`config.mk`:
```
export PLATFORM = sky130hd
export DESIGN_NAME = type_param_deserializer
export DESIGN_NICKNAME = d
export VERILOG_FILES = /design/src/rtl/type_param_deser_pkg.sv /design/src/rtl/type_param_deser_outbuf.sv /design/src/rtl/type_param_deserializer.sv
export SDC_FILE = /design/constraint.sdc
export NUM_CORES = 1
export LEC_CHECK = 0
export BUFFER_PORTS_ARGS = -buffer_cell sky130_fd_sc_hd__buf_2
export CAP_MARGIN = 40
export CORE_MARGIN = 2
export CORE_UTILIZATION = 50
export DETAILED_ROUTE_END_ITERATION = 7
export GPL_TIMING_DRIVEN = 0
export PLACE_DENSITY = 0.73
export SYNTH_ARGS = -nofsm -noshare
export SYNTH_HDL_FRONTEND = slang
export SYNTH_HIERARCHICAL = 1
export SYNTH_SLANG_ARGS = --single-unit
```
`constraint.sdc`:
```
create_clock -name i_clk -period 2.2 [get_ports i_clk]
set_input_delay 0.11 -clock i_clk [delete_from_list [all_inputs] [get_ports i_clk]]
set_output_delay 0.11 -clock i_clk [all_outputs]
set_load 0.005 [all_outputs]
```
`src/rtl/type_param_deser_pkg.sv`:
```
// Shared types and helpers for the type-parameterized stream deserializer.
package type_param_deser_pkg;

  typedef enum logic {
    COLLECT   = 1'b0,
    HOLD_FULL = 1'b1
  } deser_state_e;

  // Number of stream words needed to carry one payload, never below one.
  function automatic int calc_beats(input int payload_width, input int word_width);
    int beats;
    beats = (payload_width + word_width - 1) / word_width;
    return (beats < 1) ? 1 : beats;
  endfunction

endpackage

```
`src/rtl/type_param_deser_outbuf.sv`:
```
// One-entry register slice holding an assembled payload of type T until the consumer takes it.
module type_param_deser_outbuf
  import type_param_deser_pkg::*;
#(
  parameter type T = logic [32-1:0]
) (
  input  logic clk_i,
  input  logic rst_i,
  input  logic load_i,
  input  T     load_data_i,
  output logic valid_o,
  input  logic ready_i,
  output T     data_o
);

  deser_state_e state_q, state_d;
  T             data_q, data_d;

  // A load wins over a drain, so a simultaneous transfer and refill keeps the slot full.
  always_comb begin
    state_d = state_q;
    data_d  = data_q;
    if (load_i) begin
      state_d = HOLD_FULL;
      data_d  = load_data_i;
    end else if (state_q == HOLD_FULL && ready_i) begin
      state_d = COLLECT;
    end
  end

  always_ff @(posedge clk_i) begin
    if (rst_i) begin
      state_q <= COLLECT;
      data_q  <= '0;
    end else begin
      state_q <= state_d;
      data_q  <= data_d;
    end
  end

  assign valid_o = (state_q == HOLD_FULL);
  assign data_o  = data_q;

endmodule

```
`src/rtl/type_param_deserializer.sv`:
```
// Reassembles little-endian stream words into one T-typed payload, double-buffered against the consumer.
module type_param_deserializer
  import type_param_deser_pkg::*;
#(
  parameter type T          = logic [32-1:0],
  parameter int  WORD_WIDTH = 8,
  parameter int  CNT_WIDTH  = 8
) (
  input  logic                  i_clk,
  input  logic                  i_rst,
  input  logic                  i_word_valid,
  output logic                  o_word_ready,
  input  logic [WORD_WIDTH-1:0] i_word_data,
  input  logic                  i_word_last,
  output logic                  o_valid,
  input  logic                  i_ready,
  output T                      o_data,
  output logic                  o_err,
  output logic [CNT_WIDTH-1:0]  o_drop_count
);

  localparam int PAYLOAD_WIDTH = $bits(T);
  localparam int BEATS         = calc_beats(PAYLOAD_WIDTH, WORD_WIDTH);
  localparam int BEAT_IDX_W    = (BEATS > 1) ? $clog2(BEATS) : 1;
  localparam int ASM_WIDTH     = BEATS * WORD_WIDTH;
  localparam int LAST_LSB      = (BEATS - 1) * WORD_WIDTH;
  localparam logic [BEAT_IDX_W-1:0] LAST_BEAT = BEAT_IDX_W'(BEATS - 1);

  logic [BEAT_IDX_W-1:0] beat_q, beat_d;
  logic [ASM_WIDTH-1:0]  asm_q, asm_d;
  logic                  err_q, err_d;
  logic [CNT_WIDTH-1:0]  drop_q, drop_d;

  logic                  at_last;
  logic                  accept;
  logic                  load;
  logic                  out_valid;
  logic [ASM_WIDTH-1:0]  full_word;
  T                      payload;

  assign at_last      = (beat_q == LAST_BEAT);
  assign o_word_ready = !(at_last && out_valid && !i_ready);
  assign accept       = i_word_valid && o_word_ready;

  // The final word goes straight into the payload; it is never parked in the assembly buffer.
  always_comb begin
    full_word = asm_q;
    full_word[LAST_LSB +: WORD_WIDTH] = i_word_data;
  end

  assign payload = T'(full_word[PAYLOAD_WIDTH-1:0]);

  always_comb begin
    beat_d = beat_q;
    asm_d  = asm_q;
    err_d  = 1'b0;
    drop_d = drop_q;
    load   = 1'b0;
    if (accept) begin
      if (at_last && i_word_last) begin
        load   = 1'b1;
        beat_d = '0;
      end else if (!at_last && !i_word_last) begin
        asm_d[beat_q*WORD_WIDTH +: WORD_WIDTH] = i_word_data;
        beat_d = beat_q + 1'b1;
      end else begin
        // Early or missing last: drop the frame and count it, leaving the output buffer alone.
        beat_d = '0;
        err_d  = 1'b1;
        if (drop_q != '1) begin
          drop_d = drop_q + 1'b1;
        end
      end
    end
  end

  always_ff @(posedge i_clk) begin
    if (i_rst) begin
      beat_q <= '0;
      asm_q  <= '0;
      err_q  <= 1'b0;
      drop_q <= '0;
    end else begin
      beat_q <= beat_d;
      asm_q  <= asm_d;
      err_q  <= err_d;
      drop_q <= drop_d;
    end
  end

  type_param_deser_outbuf #(
    .T(T)
  ) u_outbuf (
    .clk_i       (i_clk),
    .rst_i       (i_rst),
    .load_i      (load),
    .load_data_i (payload),
    .valid_o     (out_valid),
    .ready_i     (i_ready),
    .data_o      (o_data)
  );

  assign o_valid      = out_valid;
  assign o_err        = err_q;
  assign o_drop_count = drop_q;

endmodule

```
==> metrics.md <==
| Metric | Value |
|---|---|
| Kind of cell adding the most delay to the critical path | simple AND/OR/NAND/NOR gates |
| Largest fanout on the critical path | 8 |
| Final Max Tran Viols | 0 |
| Terminating pin of the worst hold path | u_outbuf/valid_o$_SDFFE_PP0P_ |
| Average wire per cell in the routed design | 14.13 µm |
| Netlist Area Pre-Place | between 2000 and 3000 µm² |
| I/O pin count | 56 |
| Flip-flop and latch count after synthesis | 68 |
| Crit-path cells | inv_1 > ha_1 > nor3b_1 > and2_1 > mux2i_1 > nor2_1 |
| Number of antenna violations at the first check in global routing | 0 |
| Effective utilization at floorplan | between 50% and 60% |
| Most common library cell in the layout ignoring fill and taps | sky130_fd_sc_hd__dfxtp_1 |
| Delay of the slowest critical-path stage | 650 ps |
| Worst Path Arrival | 2380 ps |
| Clock latency reported for the late side of the worst-skew pair | 330 ps |
| Pin count of the biggest net entering global routing | 13 |
| Vias per std cell | 5.033 |
| Reg2reg end | asm_q[21]$_SDFFE_PP0P_ |
| Number of antenna repair diodes | 0 |
| Post-Synthesis Cells | 286 |
| Final Routed Wirelength | 6046 µm |
| Top library cells by usage in the layout, fill and taps aside | sky130_fd_sc_hd__dfxtp_1, sky130_fd_sc_hd__nor2_1, sky130_fd_sc_hd__buf_2, sky130_fd_sc_hd__mux2i_1, sky130_fd_sc_hd__and2_1 |
| Critical Setup Path Class | flip-flop to flip-flop |
| Leftover overflow at the end of global routing | 0 |
| Layer with the highest usage after global routing | met2 |
| Number of nets in the finished design | 372 |
| Measured slew at the worst slew-check pin | about 760 ps |
| Launch instance of the worst register-to-register path | beat_q[0]$_SDFFE_PP0N_ |
| Yosys warnings | 6 |
| Unrepaired setup endpoints after global routing | yes |
| Core area | roughly 5500 µm² |
| Post-synthesis cell type count | 34 |
| Total global routing track utilization | 19.73% |
| Quantity of I/O buffers inserted on ports | 54 |
| Average cell area after synthesis | just over 10 µm² |
| Number of vias after detailed routing | 2,154 |
| Detailed router's first-iteration violation count | 50 |
| H-tree levels | 3 |
| Hold-critical path depth | 3 |
| Area enclosed by the die boundary | 6431 µm² |
| Syn Nets | 307 |
| Crit end category | flip-flop |
| Post-route clock skew | roughly 6.9 ps |
| CTS tree | done |
| Startpoint of the most critical hold path | i_ready |
| Smallest hold slack | 61.50 ps |
| Static leakage | between 1.5 and 2 nW |
| CP startpoint kind | flip-flop |
| Endpoints failing hold | 0 |
| Final setup violation count | 0 |
| Power density of the placed cells | around 740 nW/µm² |
| Vias in the first global route | between 1,500 and 2,000 |
| Post-DP HPWL | 4303 µm |
| Antenna-violating nets left | 0 |
| CP bufs+invs | 1 |
| GP Congestion | just under 0.8 |
| Post-layout minimum cycle time | 2109 ps |
| Met2 Usage GRT | about a third |
| Share of the clock period used by the worst path after layout | 95.84% |
| Setup TNS | 0 ps |
| Maximum clock rate | ~470 MHz |
| TritonCTS buffer count | 9 |
| FP Rows | 27 |
| Worst voltage drop across the vdd grid | 661.1 µV |
| Fraction of final layout cells sized beyond drive strength 1 | between 20% and 30% |
| HP Class | input pin to flip-flop |
| Part of the Yosys area used for sequential elements | a little under half |
| Global-route met3 utilization | under 10% |
| Clock net sink count | 68 |
| Slowest-stage cell, CP | sky130_fd_sc_hd__nor3b_1 |
| Area Overhead vs Synth | 20.82% |
| Slew HR | 49.53% |
| Clock-pin slew on the worst setup and hold paths | 70 ps |
| Die height | 80.20 µm |
| Die extent in x | 80.20 µm |
| Router iterations before antenna repair | 4 |
| First-pass GRT wire length | 9591 µm |
| Clock root buffer | sky130_fd_sc_hd__clkbuf_8 |
| Run status | finished, final reports clean |
| Maximum buffer depth of the clock tree | 2 |
| Data required time of the critical path | between 2000 and 2500 ps |
| Reg2Reg Setup Slack | 90 ps |
| Total of max-cap violations | 0 |
| Number of DRC violations after detailed routing | 0 |
| Depth of the worst register-to-register path | 6 |
| Met1 Track Usage GR | 25.26% |
## synth_stat cells
cell | number | share of area (%)
sky130_fd_sc_hd__a21oi_1 | 5 | 0.86
sky130_fd_sc_hd__a31o_2 | 2 | 0.60
sky130_fd_sc_hd__and2_1 | 24 | 5.2
sky130_fd_sc_hd__and2_2 | 1 | 0.26
sky130_fd_sc_hd__and3_1 | 2 | 0.43
sky130_fd_sc_hd__and3b_1 | 1 | 0.30
sky130_fd_sc_hd__and4_2 | 2 | 0.69
sky130_fd_sc_hd__buf_1 | 1 | 0.13
sky130_fd_sc_hd__buf_12 | 3 | 2.1
sky130_fd_sc_hd__buf_2 | 3 | 0.52
sky130_fd_sc_hd__buf_6 | 2 | 0.78
sky130_fd_sc_hd__clkbuf_1 | 6 | 0.78
sky130_fd_sc_hd__clkbuf_8 | 1 | 0.47
sky130_fd_sc_hd__dfxtp_1 | 68 | 47
sky130_fd_sc_hd__ha_1 | 8 | 3.4
sky130_fd_sc_hd__inv_1 | 5 | 0.65
sky130_fd_sc_hd__mux2_2 | 1 | 0.39
sky130_fd_sc_hd__mux2_4 | 1 | 0.52
sky130_fd_sc_hd__mux2i_1 | 57 | 20
sky130_fd_sc_hd__nand2_1 | 4 | 0.52
sky130_fd_sc_hd__nand2b_1 | 3 | 0.65
sky130_fd_sc_hd__nand3_1 | 1 | 0.17
sky130_fd_sc_hd__nand3b_1 | 1 | 0.26
sky130_fd_sc_hd__nand4_1 | 4 | 0.86
sky130_fd_sc_hd__nand4_2 | 3 | 1.3
sky130_fd_sc_hd__nand4b_1 | 1 | 0.30
sky130_fd_sc_hd__nor2_1 | 65 | 8.4
sky130_fd_sc_hd__nor2b_1 | 3 | 0.65
sky130_fd_sc_hd__nor3b_1 | 2 | 0.52
sky130_fd_sc_hd__nor4_1 | 1 | 0.22
sky130_fd_sc_hd__o2111ai_1 | 1 | 0.30
sky130_fd_sc_hd__o211a_1 | 1 | 0.34
sky130_fd_sc_hd__xnor2_1 | 1 | 0.30
sky130_fd_sc_hd__xor2_1 | 2 | 0.60
## cell families (layout without fill, tap and decap cells)
family / count (synthesis) / after routing / synth area share, %
buffers and inverters: 21 / 91 / 5.388
multiplexers: 59 / 59 / 20.56
AND/OR/NAND/NOR: 118 / 118 / 20.69
AO/OA/AOI/OAI: 9 / 9 / 2.112
XOR/XNOR: 3 / 3 / 0.9053
flip-flops: 68 / 68 / 46.90
adder cells (fa/ha/maj): 8 / 8 / 3.448
## stage by stage
step / utilization, % / power [mW] / worst slack (ps) / cell area, µm² / std cells
finish: 63.30 / 2.608 / 91.48 / 3507 / 428
global route: 63.30 / 2.682 / -106.4 / 3507 / 428
CTS: 63.21 / 2.626 / 53.98 / 3502 / 428
detailed placement: 58.90 / 1.410 / 109.3 / 3263 / 412
global placement: 58.90 / 1.408 / 105.5 / 3263 / 412
floorplan: - / 1.363 / 295.0 / 2903 / 286
## worst max path at each step
stage	start	end	slack [ps]	cells past startpoint
6_report	beat_q[0]$_SDFFE_PP0N_	asm_q[21]$_SDFFE_PP0P_	90	6
3_3_place_gp	beat_q[0]$_SDFFE_PP0N_	asm_q[3]$_SDFFE_PP0P_	110	6
2_1_floorplan	beat_q[0]$_SDFFE_PP0N_	o_drop_count[5]$_SDFFE_PP0P_	300	8
5_1_grt	beat_q[0]$_SDFFE_PP0N_	asm_q[21]$_SDFFE_PP0P_	-110	6
4_1_cts	beat_q[0]$_SDFFE_PP0N_	asm_q[4]$_SDFFE_PP0P_	50	6
3_5_place_dp	beat_q[0]$_SDFFE_PP0N_	asm_q[5]$_SDFFE_PP0P_	110	6
## sequential cells by signal (all words and copies together) (netlist names)
signal,count
beat_q,2
u_outbuf/data_o,32
o_drop_count,8
o_err,1
u_outbuf/valid_o,1
asm_q,24
## routing by layer
layer  up-vias  wire [µm]
met5         -          0
met4         0         61
met3         6        215
met2        38       2926
met1      1023       2842
li1       1087          -
## cell type report
class / count / area [µm²]
Sequential cell: 68 / 1361
Timing Repair Buffer: 54 / 270.3
Multi-Input combinational cell: 197 / 1390
Clock inverter: 6 / 111.4
Fill cell: 476 / 2033
Inverter: 5 / 18.77
Clock buffer: 10 / 127.6
Buffer: 16 / 137.6
Tap cell: 72 / 90.09
## worst min-delay path: stages
cell,delay (ps)
sky130_fd_sc_hd__buf_2,80
sky130_fd_sc_hd__nand2b_1,100
sky130_fd_sc_hd__a21oi_1,60
## report_power, final
part	internal, mW	switching [mW]
clock network	0.755	0.468
registers	1.24	0.00975
logic	0.0537	0.0794
total	2.05	0.557
## timing repair
| item | 4_1_cts | 5_1_grt |
|---|---|---|
| gates resized for setup | 0 | 1 |
| hold endpoints to repair | 0 | 0 |
| endpoints found under the setup margin | 0 | 24 |
| buffers inserted | 0 | 0 |
| hold buffers | 0 | 0 |
No activity file was read; power rests on OpenSTA's default activity.
